==> src/rtl/dmemory_pipe.sv <==
// Data memory with an MMIO register window, valid/ready request port, 1- or 2-cycle
// read latency, a post-reset clear sweep and a registered read-only debug port.
module dmemory_pipe #(
  parameter int DATA_W         = 8,
  parameter int ADDR_W         = 8,
  parameter int MMIO_BASE      = 'hF0,
  parameter int MMIO_COUNT     = 4,
  parameter int READ_LATENCY   = 1,
  parameter int CLEAR_ON_RESET = 1
) (
  input  logic                         clk,
  input  logic                         reset,
  input  logic                         req_valid,
  output logic                         req_ready,
  input  logic                         write_en,
  input  logic [ADDR_W-1:0]            addr_in,
  input  logic [DATA_W-1:0]            data_in,
  output logic                         rsp_valid,
  output logic [DATA_W-1:0]            data_out,
  output logic [MMIO_COUNT*DATA_W-1:0] mmio_out,
  input  logic [ADDR_W-1:0]            memory_mapped_io_addr_in,
  output logic [DATA_W-1:0]            memory_mapped_io_data_out,
  output logic                         busy
);
  localparam int DEPTH = 2**ADDR_W;
  localparam logic [ADDR_W:0]   MMIO_LO   = (ADDR_W+1)'(MMIO_BASE);
  localparam logic [ADDR_W:0]   MMIO_HI   = (ADDR_W+1)'(MMIO_BASE + MMIO_COUNT);
  localparam logic [ADDR_W-1:0] LAST_ADDR = ADDR_W'(DEPTH - 1);

  typedef enum logic {ST_CLEAR, ST_RUN} state_t;

  state_t            state_q, state_d;
  logic [ADDR_W-1:0] clr_cnt_q, clr_cnt_d;
  logic              clr_we;

  logic [DATA_W-1:0] ram_q  [DEPTH];
  logic [DATA_W-1:0] mmio_q [MMIO_COUNT];

  function automatic logic in_window(input logic [ADDR_W-1:0] a);
    return ({1'b0, a} >= MMIO_LO) && ({1'b0, a} < MMIO_HI);
  endfunction

  always_comb begin
    state_d   = state_q;
    clr_cnt_d = clr_cnt_q;
    busy      = 1'b0;
    req_ready = 1'b0;
    clr_we    = 1'b0;
    if (reset) begin
      busy = (CLEAR_ON_RESET != 0);
    end else begin
      case (state_q)
        ST_CLEAR: begin
          busy      = 1'b1;
          clr_we    = !in_window(clr_cnt_q);
          clr_cnt_d = clr_cnt_q + 1'b1;
          if (clr_cnt_q == LAST_ADDR) state_d = ST_RUN;
        end
        default: req_ready = 1'b1;
      endcase
    end
  end

  always_ff @(posedge clk) begin
    if (reset) begin
      state_q   <= (CLEAR_ON_RESET != 0) ? ST_CLEAR : ST_RUN;
      clr_cnt_q <= '0;
    end else begin
      state_q   <= state_d;
      clr_cnt_q <= clr_cnt_d;
    end
  end

  logic acc, wr_acc, rd_acc, req_mmio;
  assign acc      = req_valid && req_ready;
  assign wr_acc   = acc && write_en;
  assign rd_acc   = acc && !write_en;
  assign req_mmio = in_window(addr_in);

  logic [DATA_W-1:0] req_mmio_val, dbg_mmio_val;
  always_comb begin
    req_mmio_val = '0;
    dbg_mmio_val = '0;
    for (int k = 0; k < MMIO_COUNT; k++) begin
      if (addr_in == ADDR_W'(MMIO_BASE + k)) req_mmio_val = mmio_q[k];
      if (memory_mapped_io_addr_in == ADDR_W'(MMIO_BASE + k)) dbg_mmio_val = mmio_q[k];
    end
  end

  always_ff @(posedge clk) begin
    for (int k = 0; k < MMIO_COUNT; k++) begin
      if (reset) mmio_q[k] <= '0;
      else if (wr_acc && addr_in == ADDR_W'(MMIO_BASE + k)) mmio_q[k] <= data_in;
    end
  end

  generate
    for (genvar gi = 0; gi < MMIO_COUNT; gi++) begin : g_mmio_out
      assign mmio_out[gi*DATA_W +: DATA_W] = mmio_q[gi];
    end
  endgenerate

  // Single write port shared by the clear sweep and accepted CPU writes.
  logic              ram_we;
  logic [ADDR_W-1:0] ram_waddr;
  logic [DATA_W-1:0] ram_wdata;
  assign ram_we    = clr_we || (wr_acc && !req_mmio);
  assign ram_waddr = clr_we ? clr_cnt_q : addr_in;
  assign ram_wdata = clr_we ? '0 : data_in;

  always_ff @(posedge clk) begin
    if (ram_we) ram_q[ram_waddr] <= ram_wdata;
  end

  logic              rd1_valid_q, rd1_mmio_q;
  logic [DATA_W-1:0] rd1_ram_q, rd1_mmio_val_q, rd1_data;

  always_ff @(posedge clk) begin
    if (reset) begin
      rd1_valid_q    <= 1'b0;
      rd1_mmio_q     <= 1'b0;
      rd1_ram_q      <= '0;
      rd1_mmio_val_q <= '0;
    end else begin
      rd1_valid_q <= rd_acc;
      if (rd_acc) begin
        rd1_ram_q      <= ram_q[addr_in];
        rd1_mmio_q     <= req_mmio;
        rd1_mmio_val_q <= req_mmio_val;
      end
    end
  end

  // Stage-1 registers only load on a read, so this mux already holds between responses.
  assign rd1_data = rd1_mmio_q ? rd1_mmio_val_q : rd1_ram_q;

  generate
    if (READ_LATENCY == 1) begin : g_lat1
      assign rsp_valid = rd1_valid_q;
      assign data_out  = rd1_data;
    end else begin : g_lat2
      logic              rsp_q;
      logic [DATA_W-1:0] dout_q;
      always_ff @(posedge clk) begin
        if (reset) begin
          rsp_q  <= 1'b0;
          dout_q <= '0;
        end else begin
          rsp_q <= rd1_valid_q;
          if (rd1_valid_q) dout_q <= rd1_data;
        end
      end
      assign rsp_valid = rsp_q;
      assign data_out  = dout_q;
    end
  endgenerate

  logic [DATA_W-1:0] dbg_q;
  always_ff @(posedge clk) begin
    if (reset || busy) dbg_q <= '0;
    else if (in_window(memory_mapped_io_addr_in)) dbg_q <= dbg_mmio_val;
    else dbg_q <= ram_q[memory_mapped_io_addr_in];
  end
  assign memory_mapped_io_data_out = dbg_q;

endmodule

==> config.mk <==
export PLATFORM = sky130hd
export DESIGN_NAME = dmemory_pipe
export DESIGN_NICKNAME = d
export VERILOG_FILES = /design/src/rtl/dmemory_pipe.sv
export SDC_FILE = /design/constraint.sdc
export NUM_CORES = 2
export LEC_CHECK = 0
export CELL_PAD_IN_SITES_DETAIL_PLACEMENT = 1
export CELL_PAD_IN_SITES_GLOBAL_PLACEMENT = 1
export CORE_MARGIN = 5
export CORE_UTILIZATION = 50
export DETAILED_ROUTE_END_ITERATION = 7
export PLACE_DENSITY_LB_ADDON = 0.1
export SYNTH_ARGS = -nofsm -noshare
export SYNTH_HDL_FRONTEND = slang
export SYNTH_SLANG_ARGS = --single-unit
==> constraint.sdc <==
create_clock -name clk -period 6 [get_ports clk]
set_input_delay 0.9 -clock clk [delete_from_list [all_inputs] [get_ports clk]]
set_output_delay 0.9 -clock clk [all_outputs]
set_load 0.02 [all_outputs]
==> impl_metrics.toml <==
[run_status]
outcome = "finished, violations left"
violations = "capacitance limit, slew limit"

[cells_and_area]
stdcell_count = 8000
syn2layout_area_growth_pct = 13.34
final_cell_mix = "edfxtp_1, mux4_2, buf_4, nor2_1, clkbuf_16"
final_common_cell = "edfxtp_1"
nets = 5189
drive_above_1_share = 0.3769
design_area_mm2 = 0.1123

[timing]
hold_violations = 0
maxSlewViolCount = 2
clock-skew-final_ns = 0.04836
worst_pin_slew_ns = 1.529
rsz0062_at_grt = "false"
finalSetupViolations = 0
timing.final.ws_setup_ns = 1.486
maxSlewHeadroom = -0.03210
finalCritPeriodShare = 0.7523
max_clock_freq_ghz = 0.2216
fin_crit_ns = 4.514
setup_tns_ns = 0

[drt]
route.detailed.drc = 0
drt-vias-per-instance = 7.176
final_antenna_net_count = 0
wl_per_cell_um = 42.56
routed_wl_um = 340500
first_iter_violations = 8918
vias = 57408
firstDrtPassIters = 6

[grt]
gr-total-overflow = 0
grt_max_degree = 161
grt_pass1_wl_um = 471900
grt_antenna_before_repair = 18
grt_use_total = 0.3301
grt_pass1_vias = 58210

[worst_setup_path]
worst-path-buf-inv = 0
cpMaxStageDelayCell = "nor2_1"
worstPathRequired_ns = 6.48
r2r-start = "clr_cnt_q[4]$_SDFFE_PP0N_"
worst-setup-path-type = "reg2reg"
endpoint_kind = "register"
cp_top_family = "simple AND/OR/NAND/NOR gates"
worst_path_most_repeated_cell = "nor2_1"
r2r-end = "ram_q[96][0]$_DFFE_PP_"
cp_slowest_stage_delay_ns = 1.01
reg2reg_setup_slack_ns = 1.49
start_kind = "register"
cp_cell_sequence = "and4_1, a211o_1, nor2_1, nor2_1, nand3_2, nor2_1"
crit_path_max_fanout = 18
r2r_cells = 6
arrival_ns = 5.00

[floorplan]
core_mm2 = 0.1972
dieArea_mm2 = 0.2071
ioPinCount = 79
fp.dieH_um = 455.1
die_w_um = 455.1
start_util = 0.5022
placementRows = 163

[placement]
place_congestion = 0.9375
pre_cts_ws_ns = 1.117
dpl.hpwl_um = 225500
dp.cells = 7573
postPlaceCellArea_mm2 = 0.1050
port_buffers = 78

[yosys]
ys.flop_type = "edfxtp_1"
synth-edff-count = 2080
yosys_warnings = 0
ys_async_sr_fraction = 0
ys_types = 65
yosysSeqAreaShare = 0.6377
syn_area_mm2 = 0.09904
syn_inst = 4808
syn_area_per_cell_um2 = 20.60
ys_seq_elements = 2115

[hold_path]
hp-class = "in2reg"
min_path_cells = 2
whs_endpoint = "clr_cnt_q[5]$_SDFFE_PP0N_"
hold_path.startpoint = "reset"

[clock_tree]
cts_hold_buf = 0
cts_resized = 0
clk_latency_ns = 0.89
cts_made_buffers = 224
root_buffer = "clkbuf_16"
cts_tree = "done"
cts_buffer_depth = 3
clkTransAtPathRegs_ns = 0.06
cts_sinks = 2115
htree_num_levels = 4
cts_setup_buffers = 0

[power_and_ir_drop]
total_power_w = 0.03293
p_leak_nw = 35.53
comb_power_share = 0.087
clkPwrFrac = 0.418
switching_share = 0.2352
pwr-share-seq = 0.495
p_int_w = 0.02519
p_switching_w = 0.007744
powerDensity_mw_per_mm2 = 293.4
ir_worst_vdd_mv = 0.2756

[run]
max-cap-violations = 1
[kinds of logic after synthesis]
| kind of cell | after synthesis | share of synthesized area |
|---|---|---|
| XOR/XNOR | 6 | 0.0005306 |
| AND/OR/NAND/NOR | 643 | 0.02890 |
| other | 1 | 0.00003786 |
| adder cells (fa/ha/maj) | 2 | 0.0002526 |
| buffers and inverters | 395 | 0.01964 |
| multiplexers | 1386 | 0.2946 |
| AO/OA/AOI/OAI | 260 | 0.01831 |
| flip-flops | 2115 | 0.6377 |
[worst register-to-register path: cells and delay by family, from the launching register on]
family | cells | cell delay [ns]
flip-flops | 1 | 0.54
AND/OR/NAND/NOR | 5 | 2.88
AO/OA/AOI/OAI | 1 | 0.69
[registers in the layout, summed over array words and instances, names as in the netlist]
| name | flops |
|---|---|
| ram_q | 2048 |
| rd1_ram_q | 8 |
| rd1_mmio_val_q | 8 |
| memory_mapped_io_data_out | 8 |
| clr_cnt_q | 8 |
| mmio_q | 32 |
| state_q | 1 |
| rsp_valid | 1 |
| rd1_mmio_q | 1 |
[cells in the mapped netlist, types with 7 or more instances]
cell type | number | area (um2)
nand2_1 | 116 | 435.4
nor2b_1 | 18 | 112.6
a21oi_1 | 35 | 175.2
nor3_1 | 16 | 80.08
o21ai_0 | 39 | 195.2
nand3_1 | 33 | 165.2
dfxtp_1 | 35 | 700.7
mux4_2 | 1220 | 27480
or2_2 | 9 | 56.30
nand4_1 | 16 | 100.1
nor2_1 | 336 | 1261
buf_2 | 124 | 620.6
nand3b_1 | 9 | 67.56
o2111ai_1 | 7 | 61.31
and2_1 | 50 | 312.8
inv_1 | 8 | 30.03
a31oi_1 | 14 | 87.58
mux2i_1 | 133 | 1331
clkbuf_1 | 145 | 544.3
a22oi_1 | 33 | 247.7
a221oi_1 | 17 | 148.9
a211oi_1 | 21 | 157.7
mux2_2 | 33 | 371.6
edfxtp_1 | 2080 | 62460
buf_4 | 42 | 315.3
buf_6 | 20 | 225.2
o22ai_1 | 24 | 150.1
nand2b_1 | 20 | 125.1
buf_1 | 53 | 198.9
o31ai_1 | 9 | 67.56
o221ai_1 | 14 | 122.6
o211ai_1 | 10 | 75.07
[layer usage]
metal | up-vias | track usage | wire (um)
li1 | 21575 | - | -
met1 | 31297 | 0.4585 | 128400
met2 | 3799 | 0.5043 | 158000
met3 | 725 | 0.07212 | 35030
met4 | 12 | 0.1584 | 18900
met5 | - | 0 | 83
[cell type report]
cell class	count	area, um2
diodes	11	27.53
clock buffers	287	5903
clock inverters	129	1292
fillers	16839	84960
inverters	11	51.30
multi-input cells	2329	34150
flip-flops and latches	2115	63160
well taps	2640	3303
repair buffers	478	4372
[through the flow]
stage            util  hold slack [ns]
2_1_floorplan       -           0.4552
3_3_place_gp   0.5326           0.4860
3_5_place_dp   0.5326           0.5103
4_1_cts        0.5691           0.3773
5_1_grt        0.5691           0.4179
6_report       0.5692           0.4416
[worst max-delay path by stage]
stage | cells past startpoint | from | endpoint
2_1_floorplan | 4 | reset | ram_q[0][0]$_DFFE_PP_
4_1_cts | 6 | clr_cnt_q[5]$_SDFFE_PP0N_ | ram_q[96][0]$_DFFE_PP_
3_3_place_gp | 8 | memory_mapped_io_addr_in[0] | memory_mapped_io_data_out[0]$_SDFF_PP0_
6_report | 6 | clr_cnt_q[4]$_SDFFE_PP0N_ | ram_q[96][0]$_DFFE_PP_
5_1_grt | 6 | clr_cnt_q[5]$_SDFFE_PP0N_ | ram_q[96][0]$_DFFE_PP_
3_5_place_dp | 8 | memory_mapped_io_addr_in[0] | memory_mapped_io_data_out[0]$_SDFF_PP0_
[power by group through the flow]
| stage | clock (W) | sequential [W] | combinational [W] |
|---|---|---|---|
| floorplan | 0 | 0.0167 | 0.00167 |
| CTS | 0.0139 | 0.0163 | 0.00285 |
| detailed placement | 0 | 0.0166 | 0.00284 |
| global placement | 0 | 0.0166 | 0.00282 |
| finish | 0.0138 | 0.0163 | 0.00288 |
| global route | 0.0146 | 0.0163 | 0.00294 |
(Power assumes the default switching activity.)
